===== config.mk =====
export PLATFORM = sky130hd
export DESIGN_NAME = running_extreme_pipelined
export DESIGN_NICKNAME = d
export VERILOG_FILES = /design/src/rtl/running_extreme_pipelined.sv
export SDC_FILE = /design/constraint.sdc
export NUM_CORES = 1
export LEC_CHECK = 0
export CORE_MARGIN = 1
export CORE_UTILIZATION = 55
export DETAILED_ROUTE_END_ITERATION = 12
export PLACE_DENSITY = 0.71
export SYNTH_ARGS = -nofsm -noshare
export SYNTH_HDL_FRONTEND = slang
export SYNTH_SLANG_ARGS = --single-unit

===== constraint.sdc =====
create_clock -name clk -period 5.5 [get_ports clk]
set_input_delay 0.55 -clock clk [delete_from_list [all_inputs] [get_ports clk]]
set_output_delay 0.55 -clock clk [all_outputs]
set_load 0.03 [all_outputs]

===== src/rtl/running_extreme_pipelined.sv =====
// Sliding-window max/min finder: DEPTH-entry sample window feeding a registered
// binary comparison tree that reports the extreme's value, age and the fill count.
module running_extreme_pipelined #(
    parameter  int WIDTH  = 8,
    parameter  int DEPTH  = 8,
    parameter  int SIGNED = 0,
    localparam int IW     = $clog2(DEPTH),
    localparam int CW     = $clog2(DEPTH + 1)
) (
    input  logic             clk,
    input  logic             reset,
    input  logic             in_valid,
    input  logic [WIDTH-1:0] data_in,
    input  logic             clear,
    input  logic             mode,
    output logic             out_valid,
    output logic [WIDTH-1:0] out_value,
    output logic [IW-1:0]    out_index,
    output logic [CW-1:0]    out_count
);

    localparam int L = IW;

    typedef struct packed {
        logic             valid;
        logic [WIDTH-1:0] value;
        logic [IW-1:0]    index;
    } node_t;

    logic             mode_q, mode_d;
    logic [CW-1:0]    count_q, count_d;
    logic [DEPTH-1:0] win_valid_q, win_valid_d;
    logic [WIDTH-1:0] win_data_q [DEPTH];
    logic [WIDTH-1:0] win_data_d [DEPTH];
    node_t            tree_q [1:DEPTH-1];
    node_t            tree_d [1:DEPTH-1];
    logic [L:0]       pv_q, pv_d;
    logic [WIDTH-1:0] hold_value_q, hold_value_d;
    logic [IW-1:0]    hold_index_q, hold_index_d;

    // Heap view: node 1 is the root, nodes DEPTH..2*DEPTH-1 are window slots 0..DEPTH-1.
    node_t node [1:2*DEPTH-1];

    logic accept;
    assign accept = in_valid & ~clear;

    // Ties go to a (the lower-slot, newer child); sign-extend only when SIGNED.
    function automatic node_t pick(input node_t a, input node_t b, input logic use_min);
        logic signed [WIDTH:0] ea, eb;
        logic a_wins;
        ea = {(SIGNED != 0) & a.value[WIDTH-1], a.value};
        eb = {(SIGNED != 0) & b.value[WIDTH-1], b.value};
        a_wins = use_min ? (ea <= eb) : (ea >= eb);
        if (!b.valid) return a;
        if (!a.valid) return b;
        return a_wins ? a : b;
    endfunction

    always_comb begin
        for (int n = 1; n < DEPTH; n++) node[n] = tree_q[n];
        for (int s = 0; s < DEPTH; s++) begin
            node[DEPTH+s] = '{valid: win_valid_q[s], value: win_data_q[s], index: IW'(s)};
        end
    end

    always_comb begin
        mode_d       = mode_q;
        count_d      = count_q;
        win_valid_d  = win_valid_q;
        win_data_d   = win_data_q;
        pv_d         = {pv_q[L-1:0], accept};
        hold_value_d = hold_value_q;
        hold_index_d = hold_index_q;
        for (int n = 1; n < DEPTH; n++) tree_d[n] = pick(node[2*n], node[2*n+1], mode_q);

        if (pv_q[L]) begin
            hold_value_d = node[1].value;
            hold_index_d = node[1].index;
        end

        if (clear) begin
            mode_d       = mode;
            count_d      = '0;
            win_valid_d  = '0;
            pv_d         = '0;
            hold_value_d = '0;
            hold_index_d = '0;
            for (int n = 1; n < DEPTH; n++) tree_d[n] = '0;
        end else if (accept) begin
            win_valid_d = {win_valid_q[DEPTH-2:0], 1'b1};
            for (int s = DEPTH - 1; s > 0; s--) win_data_d[s] = win_data_q[s-1];
            win_data_d[0] = data_in;
            if (count_q != CW'(DEPTH)) count_d = count_q + CW'(1);
        end
    end

    always_ff @(posedge clk) begin
        if (reset) begin
            mode_q       <= 1'b0;
            count_q      <= '0;
            win_valid_q  <= '0;
            pv_q         <= '0;
            hold_value_q <= '0;
            hold_index_q <= '0;
            // NOTE: window data is reset along with the valids so a flushed
            // window never exposes stale samples through the tree's value fields.
            for (int s = 0; s < DEPTH; s++) win_data_q[s] <= '0;
            for (int n = 1; n < DEPTH; n++) tree_q[n] <= '0;
        end else begin
            mode_q       <= mode_d;
            count_q      <= count_d;
            win_valid_q  <= win_valid_d;
            win_data_q   <= win_data_d;
            pv_q         <= pv_d;
            hold_value_q <= hold_value_d;
            hold_index_q <= hold_index_d;
            tree_q       <= tree_d;
        end
    end

    assign out_valid = pv_q[L];
    assign out_value = pv_q[L] ? node[1].value : hold_value_q;
    assign out_index = pv_q[L] ? node[1].index : hold_index_q;
    assign out_count = count_q;

endmodule


# After elaboration in Yosys (flattened, before gate mapping)
# Cells that the tools add are included.
totals:
  register_bits: 175
  input_bits: 13
  out_inout_bits: 16
  elab_cells: 113
op_classes:
  addsub: 1
  order_cmp: 14
  eq_ne: 1
  muxes: 58
  bitwise: 2
  n_reduce_logical: 3
ops:
  columns: ["operator", "n"]
  rows:
  - ["2-to-1 mux 12 bit", 30]
  - [">= comparator 8 bit", 7]
  - ["less-or-equal comparator 8 bit", 7]
  - ["2-to-1 mux 11 bit", 5]
  - ["2-to-1 mux 1 bit", 21]
  - ["2-to-1 mux 8 bit", 1]
  - ["adder 4 x 1 -> 4 bit, second input constant", 1]
  - ["!= test 4 bit, second input constant", 1]
  - ["AND reduction 2 bit", 2]
  - ["2-to-1 mux 3 bit", 1]
  - ["OR reduction 2 bit", 1]
  - ["bitwise AND 1 bit", 1]
  - ["NOT 1 bit", 1]

# Depth between registers and ports, before layout
depth:
  ltp_word: 5
  depth_mapped: 8
  depth_no_buf: 7

# Least setup slack after synthesis
# Ideal clock, no wire load.
synth_path:
  path_type: "register to register"
  start: "reg win_data_q, in the netlist node[34]"
  end: "reg tree_q, in the netlist node[111]"
  setup_time_ps: 72
  t_arrival_ps: 1868
  required_ps: 5428
  setup_slack_ps: 3560
  path_stages_with_launch: 9
  path_buffers: 1
  period_less_slack_ps: 1940
  path_cell_list: "dfxtp_1 inv_1 ha_1 nand4_1 or2_1 or4b_1 o211ai_2 buf_6 mux2i_1"
synth_between:
  elab_chain_cells: 5
  elab_cells_between_ends: 6
  cone_classes: "order compare (2); mux (4)"
synth_lines:
  columns: ["element", "line", "text"]
  rows:
  - ["from (decl)", "33", "logic [WIDTH-1:0] win_data_q [DEPTH];"]
  - ["from (signal assigned)", "113", "win_data_q <= win_data_d;"]
  - [">= comparator 8 bit or less-or-equal comparator 8 bit (tied branches)", "53", "a_wins = use_min ? (ea <= eb) : (ea >= eb);"]
  - ["2-to-1 mux 1 bit *", "53", null]
  - ["2-to-1 mux 12 bit * (2 in a row)", "56", "return a_wins ? a : b;"]
  - ["2-to-1 mux 12 bit *", "55", "if (!a.valid) return b;"]
  - ["to (signal assigned)", "117", "tree_q <= tree_d;"]
  - ["to (decl)", "35", "node_t tree_q [1:DEPTH-1];"]
# Mark *: on every way between the ends. The rest lies on a longest branch, timed or not.
# A chain may end at the register's enable or synchronous reset.

# Worst setup path in the final report
layout_path:
  start: "in clear"
  end: "reg tree_q, in the netlist node[102]"
layout_between:
  elab_chain_cells: 1
layout_lines:
  columns: ["element", "line", "text"]
  rows:
  - ["from (decl)", "14", "input logic clear,"]
  - ["OR reduction 2 bit (no line)", null, null]
# Every way passes these cells.

==> impl_metrics.json <==
{
  "cts_buffers": 17,
  "setup_viol": 0,
  "drt_iter0_markers": 365,
  "synth.most_common_cell": "nand2_1",
  "yosysWarnings": 0,
  "cp_data_required_time_ns": 5.77,
  "die_w_microns": 120.7,
  "drt_pass1_iterations": 5,
  "p_per_area_nw_per_um2": 287.4,
  "nFillCells": 1108,
  "maxSlewViolCount": 0,
  "setup_tns_ns": 0,
  "cp_data_arrival_time_ns": 3.08,
  "endpoint_kind": "flip-flop",
  "hold_class": "flip-flop to flip-flop",
  "ys_ff_latch": 167,
  "grt_max_degree": 78,
  "design_area_sq_um": 8589,
  "syn2layout_area_growth_pct": 10.90,
  "skew_ns": 0.005311,
  "cts-root-buf": "clkbuf_16",
  "async_flop_share": 0,
  "p_leak_nw": 3.017,
  "hold_violations": 0,
  "dpl_cell_area_sq_um": 8028,
  "n_antenna_cell": 0,
  "tightest_slew_ns": 1.059,
  "syn-cell-area_sq_um": 7745,
  "yosysTopAreaCell": "dfxtp_1",
  "cts_tree": "yes",
  "antenna_left": 0,
  "gp_congestion": 0.8862,
  "maxSlewHeadroom": 0.2909,
  "pin_count": 29,
  "nets": 983,
  "vias": 5991,
  "vias_per_cell": 5.461,
  "htree_levels": 4,
  "drive_gt1_frac": 0.05972,
  "cts.clk_slew.worst_paths_ns": 0.06,
  "drv_cap": 0,
  "core-area_sq_um": 13510,
  "dieHeight_microns": 120.7,
  "wl_per_cell_microns": 14.80,
  "die_area_sq_um": 14560,
  "crit_fanout": 77,
  "synth_area_leaders": "dfxtp_1 (43%), nand2_1 (12%), ha_1 (9.4%)",
  "drc": 0,
  "fmax_ghz": 0.3557,
  "port_buffers": 28,
  "synth_cell_types": 36,
  "yosysTopAreaCellShare": 0.4317,
  "p_total_mw": 2.469,
  "grt_overflow_total": 0,
  "worst-setup-path-type": "input port to flip-flop",
  "hpwlAfterDp_microns": 11320,
  "postCtsHoldBufs": 0,
  "synth-edff-count": 0,
  "grt_pass1_wl_microns": 27450,
  "placementRows": 42,
  "finalCritPeriodShare": 0.5111,
  "syn_avg_cell_area_sq_um": 8.511,
  "cts_buffer_depth": 2,
  "cts_setup_buffers": 0,
  "clk_latency_ns": 0.42,
  "period_needed_ns": 2.811,
  "seq_area_frac_synth": 0.4317,
  "rsz0062_at_grt": "no",
  "cts.sinks": 167,
  "status": "completed",
  "syn_nets": 981,
  "cts_resized": 0,
  "track_usage": 0.2390,
  "antenna_found_initial": 0,
  "fin_util": 0.6360,
  "routed_wl_microns": 16240,
  "vdd_drop_max_v": 0.0002500,
  "critPathLaunchType": "input port",
  "grt_pass1_vias": 5905,
  "syn-instance-count": 910,
  "start_util": 0.5735,
  "synthFlopType": "dfxtp_1",
  "synth_commonest_cells": "nand2_1 (257), dfxtp_1 (167), a21oi_1 (92)"
}
path summary, 6_finish.rpt:
| path | start | to | slack (ns) | cells past startpoint |
|---|---|---|---|---|
| hold reg to reg | pv_q[0] | pv_q[1] | 0.42 | 1 |
| setup reg to reg | node[34] | node[112] | 2.94 | 7 |
| setup / recovery | clear | node[102] | 2.69 | 6 |
| hold / removal | pv_q[0] | pv_q[1] | 0.42 | 1 |
area by class of cell:
class	count	area, sq um	share of cell area
Clock buffer	24	491.7	0.05725
Clock inverter	4	70.07	0.008157
Inverter	65	245.2	0.02855
Multi-Input combinational cell	628	3906	0.4548
Sequential cell	167	3343	0.3892
Tap cell	176	220.2	0.02564
Timing Repair Buffer	33	312.8	0.03642
power by group:
part           leakage, nW  total [mW]  switching [mW]  internal (mW)
logic                 1.39      0.0925          0.0634         0.0291
registers             1.35        1.23          0.0108           1.22
clock network        0.278        1.15           0.442          0.705
registers in the layout, summed over array words and instances (netlist names):
| register | flops |
|---|---|
| hold_index_q | 3 |
| hold_value_q | 8 |
| mode_q | 1 |
| node | 139 |
| out_count | 4 |
| pv_q | 4 |
| win_valid_q | 8 |
critical path, cell delays in order:
cell and delay [ns]:
clkdlybuf4s50_1 0.57, or2_2 0.38, clkinv_2 0.78, buf_4 0.53
nand2_1 0.12, mux2i_1 0.08
kinds of logic (layout without fill, tap and decap cells):
family	after synthesis	in the layout	synth area share
AO/OA/AOI/OAI	136	136	0.1061
XOR/XNOR	3	3	0.003393
adder cells (fa/ha/maj)	58	58	0.09370
buffers and inverters	115	126	0.06526
flip-flops	167	167	0.4317
multiplexers	79	79	0.1039
AND/OR/NAND/NOR	352	352	0.1960
layout by cell type (no fill, tap or decap), types with 2 or more instances in the layout:
cell / instances
bufinv_16: 2
or2_1: 7
clkbuf_8: 4
xor2_1: 2
nand2_1: 257
a21oi_1: 92
o21ai_1: 6
and2_1: 21
mux2_2: 11
ha_1: 58
nor2_1: 30
clkinv_2: 3
dfxtp_1: 167
clkdlybuf4s50_1: 27
buf_4: 5
a41oi_1: 7
o211ai_2: 6
nand4_1: 14
nor2b_1: 8
clkbuf_16: 17
or4b_1: 6
inv_1: 64
a211o_1: 7
mux2i_1: 68
clkbuf_1: 3
o211ai_1: 15
nand3_1: 2
metal layers:
| metal | routed length (microns) | GRT usage |
|---|---|---|
| met3 | 619 | 0.05189 |
| met2 | 7970 | 0.4127 |
| met5 | 0 | 0 |
| met1 | 7325 | 0.2848 |
| met4 | 326 | 0.1034 |
through the flow:
stage,hold slack [ns],instances,setup slack [ns]
global placement,0.4109,1069,2.347
detailed placement,0.4105,1069,2.233
floorplan,0.4057,910,3.560
CTS,0.4243,1097,2.691
finish,0.4230,1097,2.689
global route,0.4412,1097,2.441
Power figures use the tool's default switching activity.
